File: src/rtl/hack_fetch_unit.sv
// hack_fetch_unit: instruction fetch stage between the Hack PC and decode.
//   Reads the instruction ROM at the PC address (req/ack), holds the word in an
//   instruction register for decode (valid/ready), pulses pc_inc once per
//   fetched instruction, and drops in-flight work on a jump (flush).
// Ports:
//   CLK, reset     clock and synchronous active-high reset
//   pc_addr        current PC value, used as the fetch address
//   pc_inc         one-cycle increment request to the PC
//   rom_req/addr   ROM read request and address (rom_addr = pc_addr)
//   rom_ack/data   ROM completion and read data (same cycle)
//   instr/valid    registered instruction and its valid flag
//   instr_ready    decode accepts instr
//   flush          jump taken; the PC is loaded this cycle
//   fetch_count    instructions accepted by decode (wraps)
//   rom_err        sticky ROM timeout flag
module hack_fetch_unit #(
    parameter int unsigned WIDTH    = 16,
    parameter int unsigned MAX_WAIT = 255
) (
    input  logic             CLK,
    input  logic             reset,
    input  logic [WIDTH-1:0] pc_addr,
    output logic             pc_inc,
    output logic             rom_req,
    output logic [WIDTH-1:0] rom_addr,
    input  logic             rom_ack,
    input  logic [WIDTH-1:0] rom_data,
    output logic [WIDTH-1:0] instr,
    output logic             instr_valid,
    input  logic             instr_ready,
    input  logic             flush,
    output logic [WIDTH-1:0] fetch_count,
    output logic             rom_err
);

    localparam int unsigned       WAIT_W    = 16;
    localparam logic [WAIT_W-1:0] WAIT_MAX  = WAIT_W'(MAX_WAIT);
    localparam logic [WAIT_W-1:0] WAIT_LAST = WAIT_W'(MAX_WAIT - 1);

    typedef enum logic [1:0] {
        S_IDLE  = 2'd0,
        S_REQ   = 2'd1,
        S_HOLD  = 2'd2,
        S_FLUSH = 2'd3
    } state_t;

    state_t state_q, state_d;

    logic [WIDTH-1:0]  instr_q, instr_d;
    logic              instr_valid_q, instr_valid_d;
    logic              inc_q, inc_d;
    logic [WIDTH-1:0]  fetch_count_q, fetch_count_d;
    logic              rom_err_q, rom_err_d;
    logic [WAIT_W-1:0] wait_q, wait_d;

    // State register
    always_ff @(posedge CLK) begin
        if (reset) begin
            state_q <= S_IDLE;
        end else begin
            state_q <= state_d;
        end
    end

    // Next-state logic; flush outranks ack and ready
    always_comb begin
        state_d = state_q;
        case (state_q)
            S_IDLE: begin
                state_d = S_REQ;
            end
            S_REQ: begin
                if (flush) begin
                    state_d = S_FLUSH;
                end else if (rom_ack) begin
                    state_d = S_HOLD;
                end
            end
            S_HOLD: begin
                if (flush) begin
                    state_d = S_FLUSH;
                end else if (instr_valid_q && instr_ready) begin
                    state_d = S_REQ;
                end
            end
            S_FLUSH: begin
                state_d = flush ? S_FLUSH : S_REQ;
            end
            default: begin
                state_d = S_IDLE;
            end
        endcase
    end

    // FSM outputs; pc_inc is masked by flush so a jump never also increments
    always_comb begin
        rom_req = (state_q == S_REQ);
        pc_inc  = inc_q & ~flush;
    end

    assign rom_addr    = pc_addr;
    assign instr       = instr_q;
    assign instr_valid = instr_valid_q;
    assign fetch_count = fetch_count_q;
    assign rom_err     = rom_err_q;

    // Datapath next values
    always_comb begin
        instr_d       = instr_q;
        instr_valid_d = instr_valid_q;
        inc_d         = 1'b0;
        fetch_count_d = fetch_count_q;
        rom_err_d     = rom_err_q;
        wait_d        = wait_q;

        case (state_q)
            S_REQ: begin
                if (flush) begin
                    instr_valid_d = 1'b0;
                    wait_d        = '0;
                end else if (rom_ack) begin
                    instr_d       = rom_data;
                    instr_valid_d = 1'b1;
                    inc_d         = 1'b1;
                    wait_d        = '0;
                end else if (wait_q != WAIT_MAX) begin
                    // saturating wait count; the flag rises as it reaches the limit
                    wait_d = wait_q + WAIT_W'(1);
                    if (wait_q == WAIT_LAST) begin
                        rom_err_d = 1'b1;
                    end
                end
            end
            S_HOLD: begin
                if (flush) begin
                    instr_valid_d = 1'b0;
                    wait_d        = '0;
                end else if (instr_valid_q && instr_ready) begin
                    instr_valid_d = 1'b0;
                    fetch_count_d = fetch_count_q + WIDTH'(1);
                end
            end
            S_FLUSH: begin
                instr_valid_d = 1'b0;
                wait_d        = '0;
            end
            default: begin
            end
        endcase
    end

    // Datapath registers
    always_ff @(posedge CLK) begin
        if (reset) begin
            instr_q       <= '0;
            instr_valid_q <= 1'b0;
            inc_q         <= 1'b0;
            fetch_count_q <= '0;
            rom_err_q     <= 1'b0;
            wait_q        <= '0;
        end else begin
            instr_q       <= instr_d;
            instr_valid_q <= instr_valid_d;
            inc_q         <= inc_d;
            fetch_count_q <= fetch_count_d;
            rom_err_q     <= rom_err_d;
            wait_q        <= wait_d;
        end
    end

endmodule
File: config.mk
export PLATFORM = sky130hd
export DESIGN_NAME = hack_fetch_unit
export DESIGN_NICKNAME = d
export VERILOG_FILES = /design/src/rtl/hack_fetch_unit.sv
export SDC_FILE = /design/constraint.sdc
export NUM_CORES = 1
export LEC_CHECK = 0
export BUFFER_PORTS_ARGS = -buffer_cell sky130_fd_sc_hd__buf_2
export CORE_UTILIZATION = 45
export CTS_CLUSTER_SIZE = 25
export DETAILED_ROUTE_END_ITERATION = 16
export PLACE_DENSITY = 0.82
export SETUP_SLACK_MARGIN = 0.02
export SYNTH_ARGS = -nofsm -noshare
export SYNTH_HDL_FRONTEND = slang
export SYNTH_SLANG_ARGS = --single-unit
File: constraint.sdc
create_clock -name CLK -period 5.45 [get_ports CLK]
set_input_delay 0.2725 -clock CLK [delete_from_list [all_inputs] [get_ports CLK]]
set_output_delay 0.2725 -clock CLK [all_outputs]
set_load 0.02 [all_outputs]
After elaboration in Yosys (flattened, before gate mapping)
Index checks and enable logic that the tools add are counted.
{"block": "totals", "register_bits": 53, "elab_cells": 49}
{"block": "classes", "add_sub_neg": 2, "n_eq_ne": 9, "n_mux": 17, "n_bitwise": 4, "n_reduce_logical": 10}
{"operator": "$mux W16", "count": 4}
{"operator": "$pmux W16 S3", "count": 1}
{"operator": "$add A16 B1 Y16 const B", "count": 2}
{"operator": "$eq A16 B8 Y1 const B", "count": 1}
{"operator": "$ne A16 B8 Y1 const B", "count": 1}
{"operator": "$reduce_and A3 Y1", "count": 4}
{"operator": "$mux W2", "count": 5}
{"operator": "$pmux W2 S4", "count": 1}
{"operator": "$mux W1", "count": 5}
{"operator": "$reduce_and A5 Y1", "count": 1}
{"operator": "$eq A2 B2 Y1 const B", "count": 2}
{"operator": "$ne A4 B1 Y1 const B", "count": 1}
{"operator": "$ne A3 B1 Y1 const B", "count": 1}
{"operator": "$ne A3 B3 Y1 const B", "count": 1}
{"operator": "$not A1 Y1", "count": 3}
{"operator": "$pmux W1 S3", "count": 1}
{"operator": "$reduce_bool A3 Y1", "count": 1}
{"operator": "$reduce_or A3 Y1", "count": 1}
{"operator": "$eq A2 B1 Y1 const B", "count": 1}
{"operator": "$logic_not A2 Y1", "count": 1}
{"operator": "$ne A2 B2 Y1 const B", "count": 1}
{"operator": "$reduce_and A2 Y1", "count": 1}
{"operator": "$and A1 B1 Y1", "count": 1}
{"operator": "$logic_and A1 B1 Y1", "count": 1}

Longest topological paths before layout
Gate-level depths: netlist (run 1).
{"block": "logic_depth", "ltp_word": 5, "ltp_mapped": 7}

Worst setup path after synthesis (run 1)
Ideal clock, no wire load.
{"block": "synth_timing", "path_kind": "flip-flop to flip-flop", "start": "register instr_valid_q (netlist: instr_valid)", "end": "register fetch_count_q[15] (netlist: fetch_count[15])", "setup_ps": 70, "arrival_ps": 1757, "required_ps": 5380, "path_slack_ps": 3623, "stages_incl_launch_ff": 6, "path_buffers": 1, "path_cell_list": "dfxtp_1 > nand4b_4 > or3_1 > buf_2 > or4_1 > a21oi_1"}
{"block": "synth_via", "elab_chain_len": 2}
{"element": "start, declared", "line": "50", "source": "logic instr_valid_q, instr_valid_d;"}
{"element": "start signal, assigned", "line": "163", "source": "instr_valid_q <= instr_valid_d;"}
{"element": "$logic_and A1 B1 Y1", "line": "138", "source": "end else if (instr_valid_q && instr_ready) begin"}
{"element": "$reduce_and A3 Y1 (no line)"}
{"element": "end signal, assigned", "line": "165", "source": "fetch_count_q <= fetch_count_d;"}
{"element": "end, declared", "line": "52", "source": "logic [WIDTH-1:0] fetch_count_q, fetch_count_d;"}
No other way between the ends.
A chain may end at the register's enable or synchronous reset.

Worst setup path after layout (run 1)
{"block": "layout_timing", "start": "register state_q[1]", "end": "register fetch_count_q[15] (netlist: fetch_count[15])"}
{"block": "layout_via", "elab_chain_len": 2}
{"element": "start, declared", "line": "47", "source": "state_t state_q, state_d;"}
{"element": "start signal, assigned", "line": "61", "source": "state_q <= state_d;"}
{"element": "$eq A2 B2 Y1", "line": "116", "source": "case (state_q)"}
{"element": "$reduce_and A3 Y1 (no line)"}
No other way between the ends.

==> results of run 1 <==
[per-stage QoR]
stage	area, um2	setup slack (ns)
after floorplan	2570	3.62
after global placement	2730	3.55
after detailed placement	2730	3.48
after CTS	2820	3.45
after global routing	2820	3.30
final	2820	3.43
[layout make-up]
| class | instances | area, um2 | share of cell area, % |
|---|---|---|---|
| Clock inverter | 2 | 10.0 | 0.355 |
| Inverter | 6 | 22.5 | 0.800 |
| Multi-Input combinational cell | 217 | 1280 | 45.4 |
| Clock buffer | 6 | 72.6 | 2.58 |
| Sequential cell | 53 | 1060 | 37.7 |
| Timing Repair Buffer | 56 | 280 | 9.95 |
| Tap cell | 72 | 90.1 | 3.20 |
[per-layer routing]
layer	up-vias	wire length [um]	global-route usage (%)
li1	1152	-	-
met1	1044	2520	22.2
met2	56	2650	31.8
met3	12	219	3.76
met4	0	74	6.98
met5	-	0	0
[cells by family (layout without fill, tap and decap cells)]
group,Yosys count,in the layout
flops,53,53
mux,6,6
xor+xnor,6,6
fa+ha+maj,3,3
simple gates,128,128
buf+inv,41,70
compound gates,74,74
[flip-flops by register name (all words and copies together), names as in the netlist]
name,flops
fetch_count,16
inc_q,1
instr,16
instr_valid,1
rom_err,1
state_q,2
wait_q,16
[power by group through the flow]
stage / clock, W / combinational, W / sequential (W)
3_3_place_gp: 0 / 0.0000550 / 0.000410
5_1_grt: 0.000235 / 0.0000629 / 0.000404
2_1_floorplan: 0 / 0.0000544 / 0.000413
4_1_cts: 0.000222 / 0.0000571 / 0.000402
6_report: 0.000213 / 0.0000571 / 0.000402
3_5_place_dp: 0 / 0.0000571 / 0.000411
[cell usage in the layout (no fill, tap or decap), types with 5 or more instances in the layout]
cell	instances
or4_1	13
clkbuf_8	5
o21ai_0	7
nand2_1	53
dfxtp_1	53
and4_1	5
nor2_1	12
o31ai_1	13
a21oi_1	43
mux2i_1	5
nand4_1	7
or3_1	5
buf_2	56
nand3_1	8
inv_1	6
[worst paths after layout]
kind / cells after the start / end / slack (ns)
max reg2reg: 4 / fetch_count[15] / 3.43
max: 4 / fetch_count[15] / 3.43
min reg2reg: 2 / instr[13] / 0.46
min: 3 / instr[9] / 0.20
[worst max-delay path, cell delays in order, from the launching register on]
cell      delay, ns
dfxtp_1        0.57
nand4b_4       0.20
or3_1          0.52
or4_1          0.51
a21oi_1        0.15
==> flow_summary.ini, run 1 <==
[pwr]
switching_share_pct = 25.1
powerDensity_nw_per_um2 = 239
max-vdd-ir-drop_mv = 0.0936
pwr-share-seq_pct = 59.8
combPwrFrac_pct = 8.5
p_sw_w = 0.000169
p_int_w = 0.000503
power.share.clock_pct = 31.7
p_leak_nw = 1.07
report.power.total_w = 0.000672

[setup_path]
r2r-start = state_q[1]
cp_data_required_time_ns = 5.68
endpoint_kind = flip-flop
crit_start = state_q[1]
path_class = reg -> reg
crit_arrival_ns = 2.25
startpoint_type = flip-flop
critical_path_peak_fanout = 12

[clocking]
post_cts_buffers = 0
root_buffer = clkbuf_8
hold_buffers = 0
cts_resized = 0
cts_tree = built
clk_path_buf_depth = 2
clock_sink_count = 53
clk_pin_slew_worst_paths_ns = 0.09
cts-buffers-inserted = 5
h-tree-depth = 2
clkLatencyLatePin_ns = 0.30

[final_layout]
fill_cells = 510
layout.nets = 379
final_util_pct = 51.1
area_growth_pct = 9.54
fin_cells = 412
n_antenna_cell = 0
layout-drive-gt1-share_pct = 20.0

[timing]
worst_pin_slew_ns = 0.882
min_period_over_period_pct = 37.1
rsz0062_at_grt = no
slew_viol_final = 0
period_minus_slack_ns = 2.02
hold_ws_ns = 0.198
hold_viol_final = 0
setup_violations = 0
fin_skew_ns = 0.00483
maxSlewHeadroom_pct = 41.2
fmax_mhz = 494
timing.setup.tns_ns = 0

[synth]
async_flop_share_pct = 0
yosysTopAreaCell = dfxtp_1
yosys-mux-area-fraction_pct = 2.38
netlist_area_um2 = 2570
synth_top_family_by_area = simple AND/OR/NAND/NOR gates
synth_cells = 311
syn_avg_cell_area_um2 = 8.27
synth-adder-area-share_pct = 1.46
synthSimpleGateAreaFrac_pct = 26.9
ys_seq_area_share_pct = 41.3
synth_top_flop_cell = dfxtp_1
synth_area_leaders = dfxtp_1, a21oi_1, nand2_1
ys_seq_elements = 53
syn_nets = 351
synth_common_cells = dfxtp_1, nand2_1, a21oi_1
synth_edf_count = 0
synth_warnings = 0
synth_compound_area_share_pct = 17.0
synth_top_area_share_pct = 41.3
synth_xor_area_share_pct = 2.04
yosysUniqueCellTypes = 42

[grt]
overflow = 0
grt_pass1_wl_um = 9000
grt_max_degree = 41
antenna_found_initial = 0
grt_usage_pct = 18.4
grt_pass1_vias = 2009

[detailed_routing]
wirelength_um = 5470
wl_per_cell_um = 13.3
route.vias.total = 2264
ant_nets = 0
route.detailed.drc = 0
drt_iter0_drc = 155
avgViaCountPerCell = 5.50
drtPass1Iterations = 4

[die]
die_y_um = 77.6
dieArea_um2 = 6020
initial_core_util_pct = 46.7
die_x_um = 77.6
ios = 89
core_area_um2 = 5510
num_rows = 27

[place]
port-buffer-count = 56
placed_cells = 404
place_congestion = 0.895
dp_hpwl_um = 3840

[worst_hold_path]
hp-start = rom_data[9]
min_path_type = in -> reg

[run]
cap_violations = 0

[run_status]
status = finished clean
Note: power is estimated with default switching activity, not from simulation.
==> run 2: changes to the inputs <==
- clock period: 5.45 -> 2.1 ns (I/O delays scaled with it)
==> flow_summary.ini, run 2 (synthesis results as in run 1) <==
[worst_hold_path]
holdPathStages = 3
hp-start = rom_data[4]
hold_end = instr[4]
min_path_type = in -> reg

[timing]
rsz0062_at_grt = no
fin_skew_ns = 0.00572
slew_viol_final = 0
setup_violations = 0
maxSlewHeadroom_pct = 57.5
worst_pin_slew_ns = 0.636
hold_viol_final = 0
min_period_over_period_pct = 89.0
timing.setup.tns_ns = 0
fmax_mhz = 535
period_minus_slack_ns = 1.87

[die]
die_y_um = 77.6
initial_core_util_pct = 46.7
dieArea_um2 = 6020
ios = 89
die_x_um = 77.6
core_area_um2 = 5510
num_rows = 27

[clocking]
clk_path_buf_depth = 2
hold_buffers = 0
root_buffer = clkbuf_8
cts_tree = built
cts-buffers-inserted = 5
clkLatencyLatePin_ns = 0.30
post_cts_buffers = 0
clk_pin_slew_worst_paths_ns = 0.09
h-tree-depth = 2
cts_resized = 0
clock_sink_count = 53

[detailed_routing]
route.vias.total = 2341
avgViaCountPerCell = 5.59
ant_nets = 0
drtPass1Iterations = 4
drt_iter0_drc = 141
wl_per_cell_um = 13.0
wirelength_um = 5440
route.detailed.drc = 0

[setup_path]
crit_start = state_q[0]
startpoint_type = flip-flop
critical_path_peak_fanout = 15
rr_endpoint = wait_q[1]
endpoint_kind = flip-flop
worst-r2r-cell-count = 4
r2r_slack_ns = 0.23
crit_arrival_ns = 2.07
cp_data_required_time_ns = 2.30
path_class = reg -> reg
r2r-start = state_q[0]

[place]
place_congestion = 0.871
port-buffer-count = 56
dp_hpwl_um = 3910
placed_cells = 411

[final_layout]
final_common_cell = buf_2
area_growth_pct = 12.9
layout.nets = 386
layout-drive-gt1-share_pct = 22.5
fin_cells = 419
final_cell_mix = buf_2, nand2_1, dfxtp_1, a21oi_1
n_antenna_cell = 0
final_util_pct = 52.7

[pwr]
p_leak_nw = 1.11
report.power.total_w = 0.00188
max-vdd-ir-drop_mv = 0.323
powerDensity_nw_per_um2 = 648

[grt]
overflow = 0
grt_usage_pct = 18.9
antenna_found_initial = 0
grt_max_degree = 25
grt_pass1_wl_um = 9320
grt_pass1_vias = 2106

[run_status]
status = finished clean

[run]
cap_violations = 0
-- run 2: changes by cell type in the layout (fill, tap and decap cells not counted), sizes merged --
| cell | delta |
|---|---|
| buf | +7 |
| bufinv | +1 |
| clkinv | -1 |
-- run 2: worst max path at each step --
stage | to | slack, ns | depth (start not counted)
floorplan | fetch_count[15] | 0.27 | 5
global placement | wait_q[1] | 0.21 | 3
detailed placement | wait_q[1] | 0.12 | 3
CTS | wait_q[1] | 0.10 | 3
global route | wait_q[1] | 0.07 | 4
finish | wait_q[1] | 0.23 | 4
-- run 2: per-layer routing --
layer / track usage [%] / wire, um / vias up
met2: 30.7 / 2490 / 71
met4: 8.68 / 131 / 0
li1: - / - / 1164
met1: 24.4 / 2510 / 1088
met5: 0 / 0 / -
met3: 3.29 / 304 / 18
-- run 2: worst max-delay path: stages (launching register included) --
cell and delay, ns:
dfxtp_1 0.50, nor3b_1 0.37, and4_2 0.47, a21oi_1 0.15, o221a_2 0.28
-- run 2: layout make-up --
| class | instances | area [um2] |
|---|---|---|
| Clock inverter | 2 | 38.8 |
| Sequential cell | 53 | 1060 |
| Fill cell | 519 | 2600 |
| Tap cell | 72 | 90.1 |
| Clock buffer | 6 | 72.6 |
| Inverter | 6 | 22.5 |
| Multi-Input combinational cell | 217 | 1280 |
| Timing Repair Buffer | 63 | 333 |
-- run 2: power by group --
group / internal, W / switching, W
combinational: 0.0000567 / 0.0000964
clock: 0.000358 / 0.000327
sequential: 0.00102 / 0.0000214
total: 0.00144 / 0.000445
-- run 2: stage by stage --
step	setup WS, ns	hold slack (ns)	instance area [um2]
final	0.230	0.0294	2900
after global routing	0.0674	0.0210	2900
after CTS	0.101	0.0155	2900
after detailed placement	0.118	0.210	2790
after global placement	0.208	0.210	2790
after floorplan	0.273	0.241	2570
==> run 3: changes to the inputs <==
==> constraint.sdc (replaced) <==
create_clock -name CLK -period 2.1 [get_ports CLK]
set_input_delay 0.42 -clock CLK [delete_from_list [all_inputs] [get_ports CLK]]
set_output_delay 0.42 -clock CLK [all_outputs]
set_load 0.02 [all_outputs]
==> flow_summary.ini, run 3 (synthesis results as in run 1) <==
[timing]
setup_violations = 0
timing.setup.tns_ns = 0
min_period_over_period_pct = 91.0
maxSlewHeadroom_pct = 63.9
worst_pin_slew_ns = 0.542
fin_skew_ns = 0.0128
hold_viol_final = 0
period_minus_slack_ns = 1.91
hold_ws_ns = 0.342
rsz0062_at_grt = no
fmax_mhz = 523
slew_viol_final = 0
post-route-worst-setup-slack_ns = 0.189

[detailed_routing]
route.vias.total = 2370
wl_per_cell_um = 13.2
drt_iter0_drc = 167
drtPass1Iterations = 4
route.detailed.drc = 0
wirelength_um = 5580
ant_nets = 0
avgViaCountPerCell = 5.59

[die]
die_y_um = 77.6
num_rows = 27
initial_core_util_pct = 46.7
ios = 89
die_x_um = 77.6
core_area_um2 = 5510
dieArea_um2 = 6020

[clocking]
clock_sink_count = 53
cts_resized = 0
post_cts_buffers = 0
root_buffer = clkbuf_8
clkLatencyLatePin_ns = 0.31
clk_pin_slew_worst_paths_ns = 0.10
clk_path_buf_depth = 2
hold_buffers = 0
h-tree-depth = 2
cts-buffers-inserted = 5
cts_tree = built

[setup_path]
startpoint_type = flip-flop
cp_data_required_time_ns = 2.34
crit_arrival_ns = 2.15
path_class = reg -> reg
critical_path_peak_fanout = 15
endpoint_kind = flip-flop

[pwr]
pwr-share-seq_pct = 54.9
max-vdd-ir-drop_mv = 0.315
powerDensity_nw_per_um2 = 647
combPwrFrac_pct = 8.4
power.share.clock_pct = 36.7
p_leak_nw = 1.14
p_int_w = 0.00144
p_sw_w = 0.000458
switching_share_pct = 24.1

[final_layout]
final_common_cell = buf_2
fin_area_um2 = 2940
n_antenna_cell = 0
final_cell_mix = buf_2, nand2_1, dfxtp_1, a21oi_1
area_growth_pct = 14.3
fill_cells = 498
final_util_pct = 53.4
layout-drive-gt1-share_pct = 23.3
layout.nets = 391

[run]
cap_violations = 0

[worst_hold_path]
min_path_type = in -> reg

[place]
dpl_worst_slack_ns = 0.128
port-buffer-count = 56
place_area_um2 = 2820
place_congestion = 0.855
dp_hpwl_um = 4010

[grt]
grt_pass1_vias = 2121
grt_usage_pct = 18.5
grt_pass1_wl_um = 9160
overflow = 0
grt_max_degree = 30
antenna_found_initial = 0

[run_status]
status = finished clean
run 3: layer usage:
metal	vias up	share of wire (%)	GRT usage [%]
li1	1173	-	-
met1	1111	44	22.6
met2	70	49	31.3
met3	16	4.8	3.41
met4	0	1.5	8.68
met5	-	0	0
run 3: power by group through the flow:
stage          clock, W  sequential (W)  combinational, W
3_5_place_dp          0         0.00107          0.000159
3_3_place_gp          0         0.00107          0.000154
2_1_floorplan         0         0.00107          0.000141
4_1_cts        0.000721         0.00104          0.000159
5_1_grt        0.000756         0.00105          0.000175
6_report       0.000698         0.00104          0.000159
run 3: path summary, 6_finish.rpt:
check	start	to	slack [ns]	cells after the start
min reg2reg	instr[1]	instr[1]	0.46	2
max	fetch_count[3]	fetch_count[15]	0.19	4
min	rom_data[4]	instr[4]	0.34	3
max reg2reg	fetch_count[3]	fetch_count[15]	0.19	4
run 3: per-stage QoR:
| stage | total power [W] | std cells |
|---|---|---|
| after detailed placement | 0.00123 | 416 |
| after CTS | 0.00192 | 424 |
| after global routing | 0.00198 | 424 |
| final | 0.00190 | 424 |
| after floorplan | 0.00121 | 311 |
| after global placement | 0.00122 | 416 |
run 3: final cells by class:
class / instances / area [um2] / area share (%)
multi-input cells: 217 / 1280 / 43.6
clock buffers: 5 / 68.8 / 2.34
well taps: 72 / 90.1 / 3.07
flip-flops and latches: 53 / 1060 / 36.2
clock inverters: 3 / 43.8 / 1.49
inverters: 6 / 22.5 / 0.767
repair buffers: 68 / 370 / 12.6
run 3: worst max-delay path, stage by stage (launching register included):
cell and delay [ns]:
dfxtp_1 0.43, and4_1 0.28, nand3_1 0.36, or4_1 0.63, a21oi_1 0.15
